## src/rtl/tdm_pkg.sv

```systemverilog
// Shared types and sizing helpers for the TDM demultiplexer slice.
// Slot-index width and frame length are both derived from the select width K.
package tdm_pkg;

    localparam int DEFAULT_K = 4;

    typedef enum logic [0:0] {
        HUNT = 1'b0,
        RECV = 1'b1
    } state_t;

    // Slot index type for the default configuration; parameterised users size by K.
    typedef logic [DEFAULT_K-1:0] slot_t;

    function automatic int frame_slots(input int k);
        return 1 << k;
    endfunction

endpackage

```

## src/rtl/tdm_slot_counter.sv

```systemverilog
// Modulo-2**K slot counter: load1 restarts a frame at slot 1, inc advances and wraps.
// load1 has priority so a resync bit can never be double-counted.
module tdm_slot_counter
    import tdm_pkg::*;
#(
    parameter int K = DEFAULT_K
) (
    input  logic         clk,
    input  logic         rst,
    input  logic         inc,
    input  logic         load1,
    output logic [K-1:0] count,
    output logic         last
);

    localparam logic [K-1:0] ONE = K'(1);
    localparam logic [K-1:0] TOP = K'(frame_slots(K) - 1);

    always_ff @(posedge clk or posedge rst) begin
        if (rst) begin
            count <= '0;
        end else if (load1) begin
            count <= ONE;
        end else if (inc) begin
            count <= count + ONE;
        end
    end

    assign last = (count == TOP);

endmodule

```

## src/rtl/tdm_demux.sv

```systemverilog
// Receiving end of a 2**K:1 TDM line: aligns on frame_start, collects one bit per
// valid cycle and emits each completed frame as an N-bit word with a one-cycle strobe.
module tdm_demux
    import tdm_pkg::*;
#(
    parameter int K = DEFAULT_K
) (
    input  logic            clk,
    input  logic            rst,
    input  logic            din,
    input  logic            din_valid,
    input  logic            frame_start,
    output logic [2**K-1:0] dout,
    output logic            dout_valid,
    output logic [K-1:0]    slot,
    output logic            locked,
    output logic            sync_err
);

    localparam int N = frame_slots(K);

    state_t       state;
    logic [N-2:0] shadow;
    logic [K-1:0] count;
    logic         last;
    logic         accept;
    logic         start;
    logic         resync;
    logic         inc;
    logic         load1;

    // frame_start only matters on valid cycles; in RECV it is an error unless at slot 0,
    // including on the completion slot, where it suppresses the frame.
    assign accept = din_valid && (state == RECV);
    assign start  = din_valid && frame_start && (state == HUNT);
    assign resync = accept && frame_start && (count != '0);
    assign inc    = accept && !resync;
    assign load1  = start || resync;

    tdm_slot_counter #(
        .K(K)
    ) u_counter (
        .clk  (clk),
        .rst  (rst),
        .inc  (inc),
        .load1(load1),
        .count(count),
        .last (last)
    );

    assign slot = count;

    always_ff @(posedge clk or posedge rst) begin
        if (rst) begin
            state      <= HUNT;
            locked     <= 1'b0;
            dout       <= '0;
            dout_valid <= 1'b0;
            sync_err   <= 1'b0;
            shadow     <= '0;
        end else begin
            dout_valid <= 1'b0;
            sync_err   <= 1'b0;

            if (state == HUNT) begin
                if (start) begin
                    state  <= RECV;
                    locked <= 1'b1;
                end
            end else begin
                state  <= RECV;
                locked <= 1'b1;
            end

            if (load1) begin
                shadow[0] <= din;
            end else if (inc && !last) begin
                for (int i = 0; i < N - 1; i++) begin
                    if (count == K'(i)) begin
                        shadow[i] <= din;
                    end
                end
            end

            if (resync) begin
                sync_err <= 1'b1;
            end

            // The last slot bit goes straight to dout; it never needs a shadow cell.
            if (inc && last) begin
                dout       <= {din, shadow};
                dout_valid <= 1'b1;
            end
        end
    end

endmodule

```

## config.mk

```make
export PLATFORM = sky130hd
export DESIGN_NAME = tdm_demux
export DESIGN_NICKNAME = d
export VERILOG_FILES = /design/src/rtl/tdm_pkg.sv /design/src/rtl/tdm_slot_counter.sv /design/src/rtl/tdm_demux.sv
export SDC_FILE = /design/constraint.sdc
export NUM_CORES = 1
export LEC_CHECK = 0
export CORE_UTILIZATION = 55
export CTS_BUF_LIST = sky130_fd_sc_hd__clkbuf_16
export DETAILED_ROUTE_END_ITERATION = 7
export MAX_ROUTING_LAYER = met4
export PLACE_DENSITY = 0.81
export SYNTH_ARGS = -nofsm -noshare
export SYNTH_HDL_FRONTEND = slang
export SYNTH_SLANG_ARGS = --single-unit
```

## constraint.sdc

```tcl
create_clock -name clk -period 4 [get_ports clk]
set_input_delay 0.4 -clock clk [delete_from_list [all_inputs] [get_ports clk]]
set_output_delay 0.4 -clock clk [all_outputs]
set_load 0.01 [all_outputs]
```

## Yosys cells after proc, flatten, opt, wreduce, memory -nomap -nowiden

Index checks and enable logic that the tools add are counted.

- Output and inout port bits: 23
- Input bits: 5
- Bits in registers: 39
- Logic and storage cells: 82

- Reduce and logical (&&, ||, !) cells: 32
- Bitwise gates (word level): 2
- Add/subtract/negate cells: 1
- Mux-type cells: 11
- Equal/unequal tests: 15

Operators by type and width:

| kind | count |
|---|---|
| AND reduction 3 bit | 14 |
| == test 4 bit (second input constant) | 8 |
| == test 4 x 3 -> 1 bit (second input constant) | 4 |
| 2-to-1 mux 1 bit | 9 |
| == test 4 x 2 -> 1 bit (second input constant) | 2 |
| logical AND 1 bit | 8 |
| 2-to-1 mux 4 bit | 2 |
| nonzero test 2 bit | 4 |
| adder 4 x 1 -> 4 bit (second input constant) | 1 |
| == test 4 x 1 -> 1 bit (second input constant) | 1 |
| logical NOT 4 bit | 1 |
| nonzero test 4 bit | 1 |
| logical NOT 1 bit | 2 |
| NOT 1 bit | 2 |
| AND reduction 2 bit | 1 |
| logical OR 1 bit | 1 |

## Logic depth before layout (Yosys ltp)

Gate-level depths: netlist of run 1.

- Word-level depth: 8
- Depth in mapped cells: 6
- Depth with buffers taken out: 5

## Hierarchy

From an unflattened synthesis of run 1, not the netlist that was laid out.

- Cells, all modules: 133
- Area, all modules: 1,766.7 sq um

Modules (own cells, without submodules):

| module | cells each | area an instance (sq um) | instances | sequential area each (sq um) |
|---|---|---|---|---|
| tdm_demux | 115 | 1,561.5 | 1 | 875.8 |
| tdm_slot_counter | 18 | 205.2 | 1 | 100.1 |

## Least setup slack after synthesis of run 1

Ideal clock, no wire load.

- Path type: register to register
- Start point: register u_counter.count[0]
- End point: register dout[0]
- Cell stages (with the launch flop): 7
- Data arrival time: 1.637 ns
- Setup time: 0.125 ns
- Data required time: 3.875 ns
- Slack: 2.238 ns
- Clock period less this slack: 1.762 ns
- Path buffers: 2
- Path through: dfrtp_1 -> ha_1 -> and2_1 -> and3_4 -> buf_6 -> buf_12 -> mux2_4

- Cells in the longest elaborated chain, start to end: 5
- Elaborated cells on any way between the ends: 6
- Classes of those cells: eq/ne (1); reduce/logical (5)

RTL lines:

| what | RTL line | source |
|---|---|---|
| from (decl) | tdm_slot_counter.sv:12 | `output logic [K-1:0] count,` |
| from (signal assigned) | tdm_slot_counter.sv:25 | `count <= count + ONE;` |
| nonzero test 4 bit | tdm_demux.sv:36 | `assign resync = accept && frame_start && (count != '0);` |
| logical AND 1 bit | tdm_demux.sv:36 |  |
| logical NOT 1 bit | tdm_demux.sv:37 | `assign inc = accept && !resync;` |
| logical AND 1 bit | tdm_demux.sv:37 |  |
| logical AND 1 bit (*) | tdm_demux.sv:90 | `if (inc && last) begin` |
| to (signal assigned) | tdm_demux.sv:91 | `dout <= {din, shadow};` |
| to (decl) | tdm_demux.sv:13 | `output logic [2**K-1:0] dout,` |

Mark *: on every way between the ends. The rest lies on a longest branch, timed or not.
A chain may end at the register's enable or synchronous reset.

## Worst setup path in the final report of run 1

- Start point: input port din_valid
- End point: register dout[8]

- Cells in the longest elaborated chain, start to end: 6

RTL lines:

| what | RTL line | source |
|---|---|---|
| from (decl) | tdm_demux.sv:11 | `input logic din_valid,` |
| logical AND 1 bit (*) | tdm_demux.sv:34 | `assign accept = din_valid && (state == RECV);` |
| logical AND 1 bit (2 in series) | tdm_demux.sv:36 |  |
| logical NOT 1 bit | tdm_demux.sv:37 |  |
| logical AND 1 bit (*) | tdm_demux.sv:37 |  |
| logical AND 1 bit (*) | tdm_demux.sv:90 |  |

Marks and branches as above.

==> results.cfg, run 1 <==
[clock_network]
cts_root_buf = clkbuf_16
clock_latency_ns = 0.28
cts_buffers = 5
clk_pin_slew_ns = 0.05
cts_hold_buf = 0
clk_path_buf_depth = 2
cts-resized-gates = 0
cts_tree = done
cts_max_level = 2
postCtsSetupBuffers = 0
cts_sinks = 39

[pwr]
power_frac_comb_pct = 20.1
power_frac_clock_pct = 36.4
p_int_mw = 0.881
swShare_pct = 27.2
leakage_nw = 0.999
ir_worst_vdd_mv = 0.345
switchingPower_mw = 0.328
sequentialPowerShare_pct = 43.4
p_per_area_nw_per_um2 = 543

[yosys]
yosys_warnings = 0
synthesis.nets = 140
postSynthCellCount = 131
syn_area_um2 = 1790
async_reset_ff_share_pct = 100
syn_avg_cell_area_um2 = 13.6
synthFlopType = dfrtp_1
yosys.cell_types.count = 33
ys_seq_elements = 39
seq_area_frac_synth_pct = 54.7
synth_edf_count = 0

[placement]
io_buffers = 27
place_congestion = 0.821
dp.cells = 195
hpwl_um = 2070

[job]
drv_cap = 0

[final_layout]
drive_gt1_share_pct = 27.7
fill_cells = 214
fin_cells = 203
layout.nets = 167
syn2layout_area_growth_pct = 24.6
final_cell_mix = dfrtp_1 (39), clkdlybuf4s50_1 (27), mux2_2 (22), mux2_4 (9)
final_common_cell = dfrtp_1
antennaDiodeCount = 0

[worst_hold_path]
hold_class = reg -> reg
min_to = locked
hold_depth = 1
min_from = locked

[run_status]
status = complete, no violations

[floorplan]
die_width_um = 59.0
die_area_um2 = 3480
start_util_pct = 58.0
io_pins = 28
rows = 20
fp.dieH_um = 59.0
core_area_um2 = 3080

[critical_path]
path_class = in -> reg
worstReg2RegEnd = dout[8]
cp.arrival_ns = 2.14
worst_setup_path_end_kind = flip-flop
setup.worst_path.start = din_valid
startpoint_type = input pin
cp.required_ns = 4.16
r2r_cells = 4
critPathMaxFanout = 17
reg2reg_slack_ns = 2.09
rr_startpoint = u_counter.count[0]

[sta]
fin_skew_ns = 0.00517
rsz0062_at_grt = no
setup_viol = 0
worst_pin_slew_ns = 0.638
fin_setup_tns_ns = 0
slew_viol_final = 0
max_freq_mhz = 505
finalCritPeriodShare_pct = 49.5
relSlewSlack_pct = 57.1
fin_crit_ns = 1.98
hold_violations = 0

[route]
routed-via-count = 1103
drtIter0Drc = 19
via_per_inst = 5.43
post-route-drc-count = 0
first_pass_iters = 4
ant_nets = 0
wl_um = 3130
wl_per_cell_um = 15.4

[global_routing]
grt_max_degree = 40
antenna_found_initial = 0
grt_pass1_vias = 1083
grt_overflow = 0
grtUsageTotal_pct = 22.1
grt_pass1_wl_um = 5290
[per-layer routing]
metal | GRT usage, % | share of wire (%) | vias up | wire length, um
met5 | - | 0 | - | 0
met4 | 9.86 | 1.9 | 0 | 60
met3 | 7.42 | 3.4 | 9 | 108
met2 | 32.1 | 48 | 22 | 1510
met1 | 28.2 | 46 | 545 | 1460
li1 | - | - | 527 | -
[stage by stage]
step	hold WS [ns]	setup slack, ns	area, um2	utilization [%]	power, mW
floorplan	0.474	2.24	1790	-	0.684
global placement	0.457	1.79	2060	67.0	0.757
detailed placement	0.460	1.75	2060	67.0	0.774
CTS	0.474	2.03	2220	72.3	1.22
global route	0.497	1.93	2220	72.3	1.27
finish	0.470	2.02	2220	72.3	1.21
[synthesized netlist by cell type, drive strengths merged (2+ instances only)]
master,instances,area (um2)
nand4b,4,35.0
buf,4,42.5
nor2b,2,12.5
o21ai,2,10.0
nor4,7,43.8
clkbuf,4,15.0
and2,2,12.5
nor2,4,15.0
ha,4,50.1
nand4,4,25.0
dfrtp,39,976
mux2,31,383
inv,7,26.3
a31o,2,17.5
[layout make-up]
cell class                      count  area [um2]  share of cell area (%)
Inverter                            7        26.3                    1.18
Tap cell                           44        55.1                    2.47
Clock buffer                        5         125                    5.62
Sequential cell                    39         976                    43.9
Clock inverter                      3        38.8                    1.74
Timing Repair Buffer               28         278                    12.5
Multi-Input combinational cell     77         726                    32.6
[flip-flops by register name, summed over array words and instances (netlist names)]
name,count
shadow,15
dout_valid,1
state,1
dout,16
locked,1
sync_err,1
u_counter.count,4
[power by group through the flow]
stage               clock, mW  combinational, mW  sequential [mW]
floorplan                   0              0.172            0.512
detailed placement          0              0.243            0.530
finish                  0.441              0.243            0.525
global route            0.464              0.267            0.534
global placement            0              0.233            0.524
CTS                     0.446              0.247            0.525
[critical path, stage by stage]
cell	delay [ns]
clkdlybuf4s50_1	0.67
and3b_2	0.30
and3_4	0.38
mux2_2	0.38
[worst max-delay path by stage]
| stage | end | slack (ns) |
|---|---|---|
| 6_report | dout[8] | 2.02 |
| 5_1_grt | dout[8] | 1.93 |
| 2_1_floorplan | dout[0] | 2.24 |
| 4_1_cts | dout[8] | 2.03 |
| 3_3_place_gp | dout[7] | 1.79 |
| 3_5_place_dp | dout[8] | 1.75 |
[cells by family after synthesis]
logic type | Yosys count | synth area share (%)
buffers and inverters | 15 | 4.70
AND/OR/NAND/NOR | 31 | 11.6
flip-flops | 39 | 54.7
adder cells (fa/ha/maj) | 4 | 2.80
AO/OA/AOI/OAI | 11 | 4.84
multiplexers | 31 | 21.4
(Power assumes the default switching activity.)
==> run 2: changes to the inputs <==
CORE_UTILIZATION = 52   (was 55)
PLACE_DENSITY = 0.78   (was 0.81)
clock period = 1.88 ns   (was 4 ns; I/O delays follow)
==> run 2 against run 1 <==
Compared with the run above: final cell count is 3.4% higher; critical path type is now reg -> reg; sequential power is 110% higher; highest routed layer unchanged; wire length is 11% higher; sequential share of layout area is 1.1 points lower.
==> results.cfg, run 2 (synthesis gave the netlist of run 1 again) <==
[sta]
hold_violations = 0
fin_skew_ns = 0.00612
rsz0062_at_grt = no
max_freq_mhz = 558
fin_setup_tns_ns = 0
slew_viol_final = 0
setup_viol = 0
finalCritPeriodShare_pct = 95.4
fin_crit_ns = 1.79
worst_pin_slew_ns = 0.508
relSlewSlack_pct = 66.1

[global_routing]
grt_pass1_wl_um = 5730
grt_max_degree = 40
grtUsageTotal_pct = 23.2
grt_pass1_vias = 1179
antenna_found_initial = 0
grt_overflow = 0

[final_layout]
antennaDiodeCount = 0
drive_gt1_share_pct = 31.3
fin_area_um2 = 2280
fin_cells = 210
syn2layout_area_growth_pct = 27.9
largest_register_ffs = 16
layout.nets = 174
reg.largest.list = dout: 16 flops, shadow: 15 flops, u_counter.count: 4 flops
fill_cells = 218
final_cell_mix = dfrtp_1 (39), clkdlybuf4s50_1 (27), mux2_2 (22), mux2_4 (9), buf_4 (8)
final_common_cell = dfrtp_1
regMostFlops = dout

[critical_path]
crit_chain = inv_1 -> ha_1 -> inv_1 -> nor4_1 -> mux2_2
crit_top_cell = inv_1
cp.required_ns = 2.04
critPathMaxFanout = 8
startpoint_type = flip-flop
path_class = reg -> reg
reg2reg_slack_ns = 0.09
crit_slowest_cell = dfrtp_1
worst_setup_path_end_kind = flip-flop
cp.arrival_ns = 1.96
rr_startpoint = u_counter.count[0]
critPathMaxStageDelay_ns = 0.46
setup.worst_path.start = u_counter.count[0]

[floorplan]
rows = 20
die_area_um2 = 3670
die_width_um = 60.6
io_pins = 28
core_area_um2 = 3150
start_util_pct = 56.6
fp.dieH_um = 60.6

[pwr]
sequentialPowerShare_pct = 42.6
p_per_area_nw_per_um2 = 1140
swShare_pct = 26.9
power_frac_clock_pct = 35.4
ir_worst_vdd_mv = 0.880
switchingPower_mw = 0.703
p_int_mw = 1.91
power_frac_comb_pct = 22.0
leakage_nw = 1.03

[clock_network]
cts_root_buf = clkbuf_16
cts_buffers = 5
cts_sinks = 39
clock_latency_ns = 0.28
clk_pin_slew_ns = 0.06
postCtsSetupBuffers = 0
cts_hold_buf = 0
clk_path_buf_depth = 2
cts_max_level = 2
cts_tree = done

[route]
wl_per_cell_um = 16.5
via_per_inst = 5.58
drtIter0Drc = 49
routed-via-count = 1172
first_pass_iters = 4
post-route-drc-count = 0
wl_um = 3470
ant_nets = 0

[placement]
dpl_cell_area_um2 = 2110
hpwl_um = 2340
dp.cells = 202
io_buffers = 27
place_congestion = 0.871

[run_status]
status = complete, no violations

[job]
drv_cap = 0

[worst_hold_path]
hold_class = in -> async
-- run 2: area by class of cell --
type,count,area (um2),share of cell area (%)
timing repair buffer,35,330,14.5
clock buffer,5,125,5.48
sequential,39,976,42.7
tap,44,55.1,2.41
inverter,7,26.3,1.15
multi-input combinational,77,732,32.1
clock inverter,3,38.8,1.70
-- run 2: worst max-delay path, delay by kind of cell, from the launching register on --
family | cells | cell delay [ns]
multiplexers | 1 | 0.38
adder cells (fa/ha/maj) | 1 | 0.21
buffers and inverters | 2 | 0.22
flip-flops | 1 | 0.46
AND/OR/NAND/NOR | 1 | 0.41
-- run 2: metal layers --
metal / up-vias / global-route usage, % / part of all wire (%)
met5: - / - / 0
met4: 0 / 9.42 / 1.0
met3: 4 / 8.74 / 4.3
met2: 26 / 36.6 / 54
met1: 604 / 26.6 / 41
li1: 538 / - / -
-- run 2: path summary, 6_finish.rpt --
kind                             endpoint  cells after the start
worst max register to register  shadow[8]                      5
worst max-delay path            shadow[8]                      5
worst min register to register     locked                      1
min in group clk                   locked                      1
worst min-delay path              dout[8]                      3
max in group asynchronous         dout[5]                      3
-- run 2: stage by stage --
| step | hold slack (ns) | power (mW) | setup WS (ns) | util (%) |
|---|---|---|---|---|
| final | 0.324 | 2.61 | 0.0871 | 72.4 |
| after global routing | 0.387 | 2.75 | 0.0138 | 72.4 |
| after detailed placement | 0.462 | 1.69 | 0.0109 | 67.0 |
| after floorplan | 0.340 | 1.46 | 0.118 | - |
| after global placement | 0.457 | 1.66 | 0.0987 | 67.0 |
| after CTS | 0.341 | 2.63 | 0.0190 | 72.2 |
-- run 2: power groups by stage --
stage	sequential [mW]	clock (mW)	combinational (mW)
after floorplan	1.09	0	0.365
after global placement	1.11	0	0.544
after detailed placement	1.13	0	0.560
after CTS	1.11	0.946	0.571
after global routing	1.13	0.984	0.635
final	1.11	0.925	0.574
-- run 2: repair_timing --
action | CTS | global route
endpoints found under the setup margin | 0 | 1
hold endpoints to repair | 0 | 0
resized for setup | 0 | 1
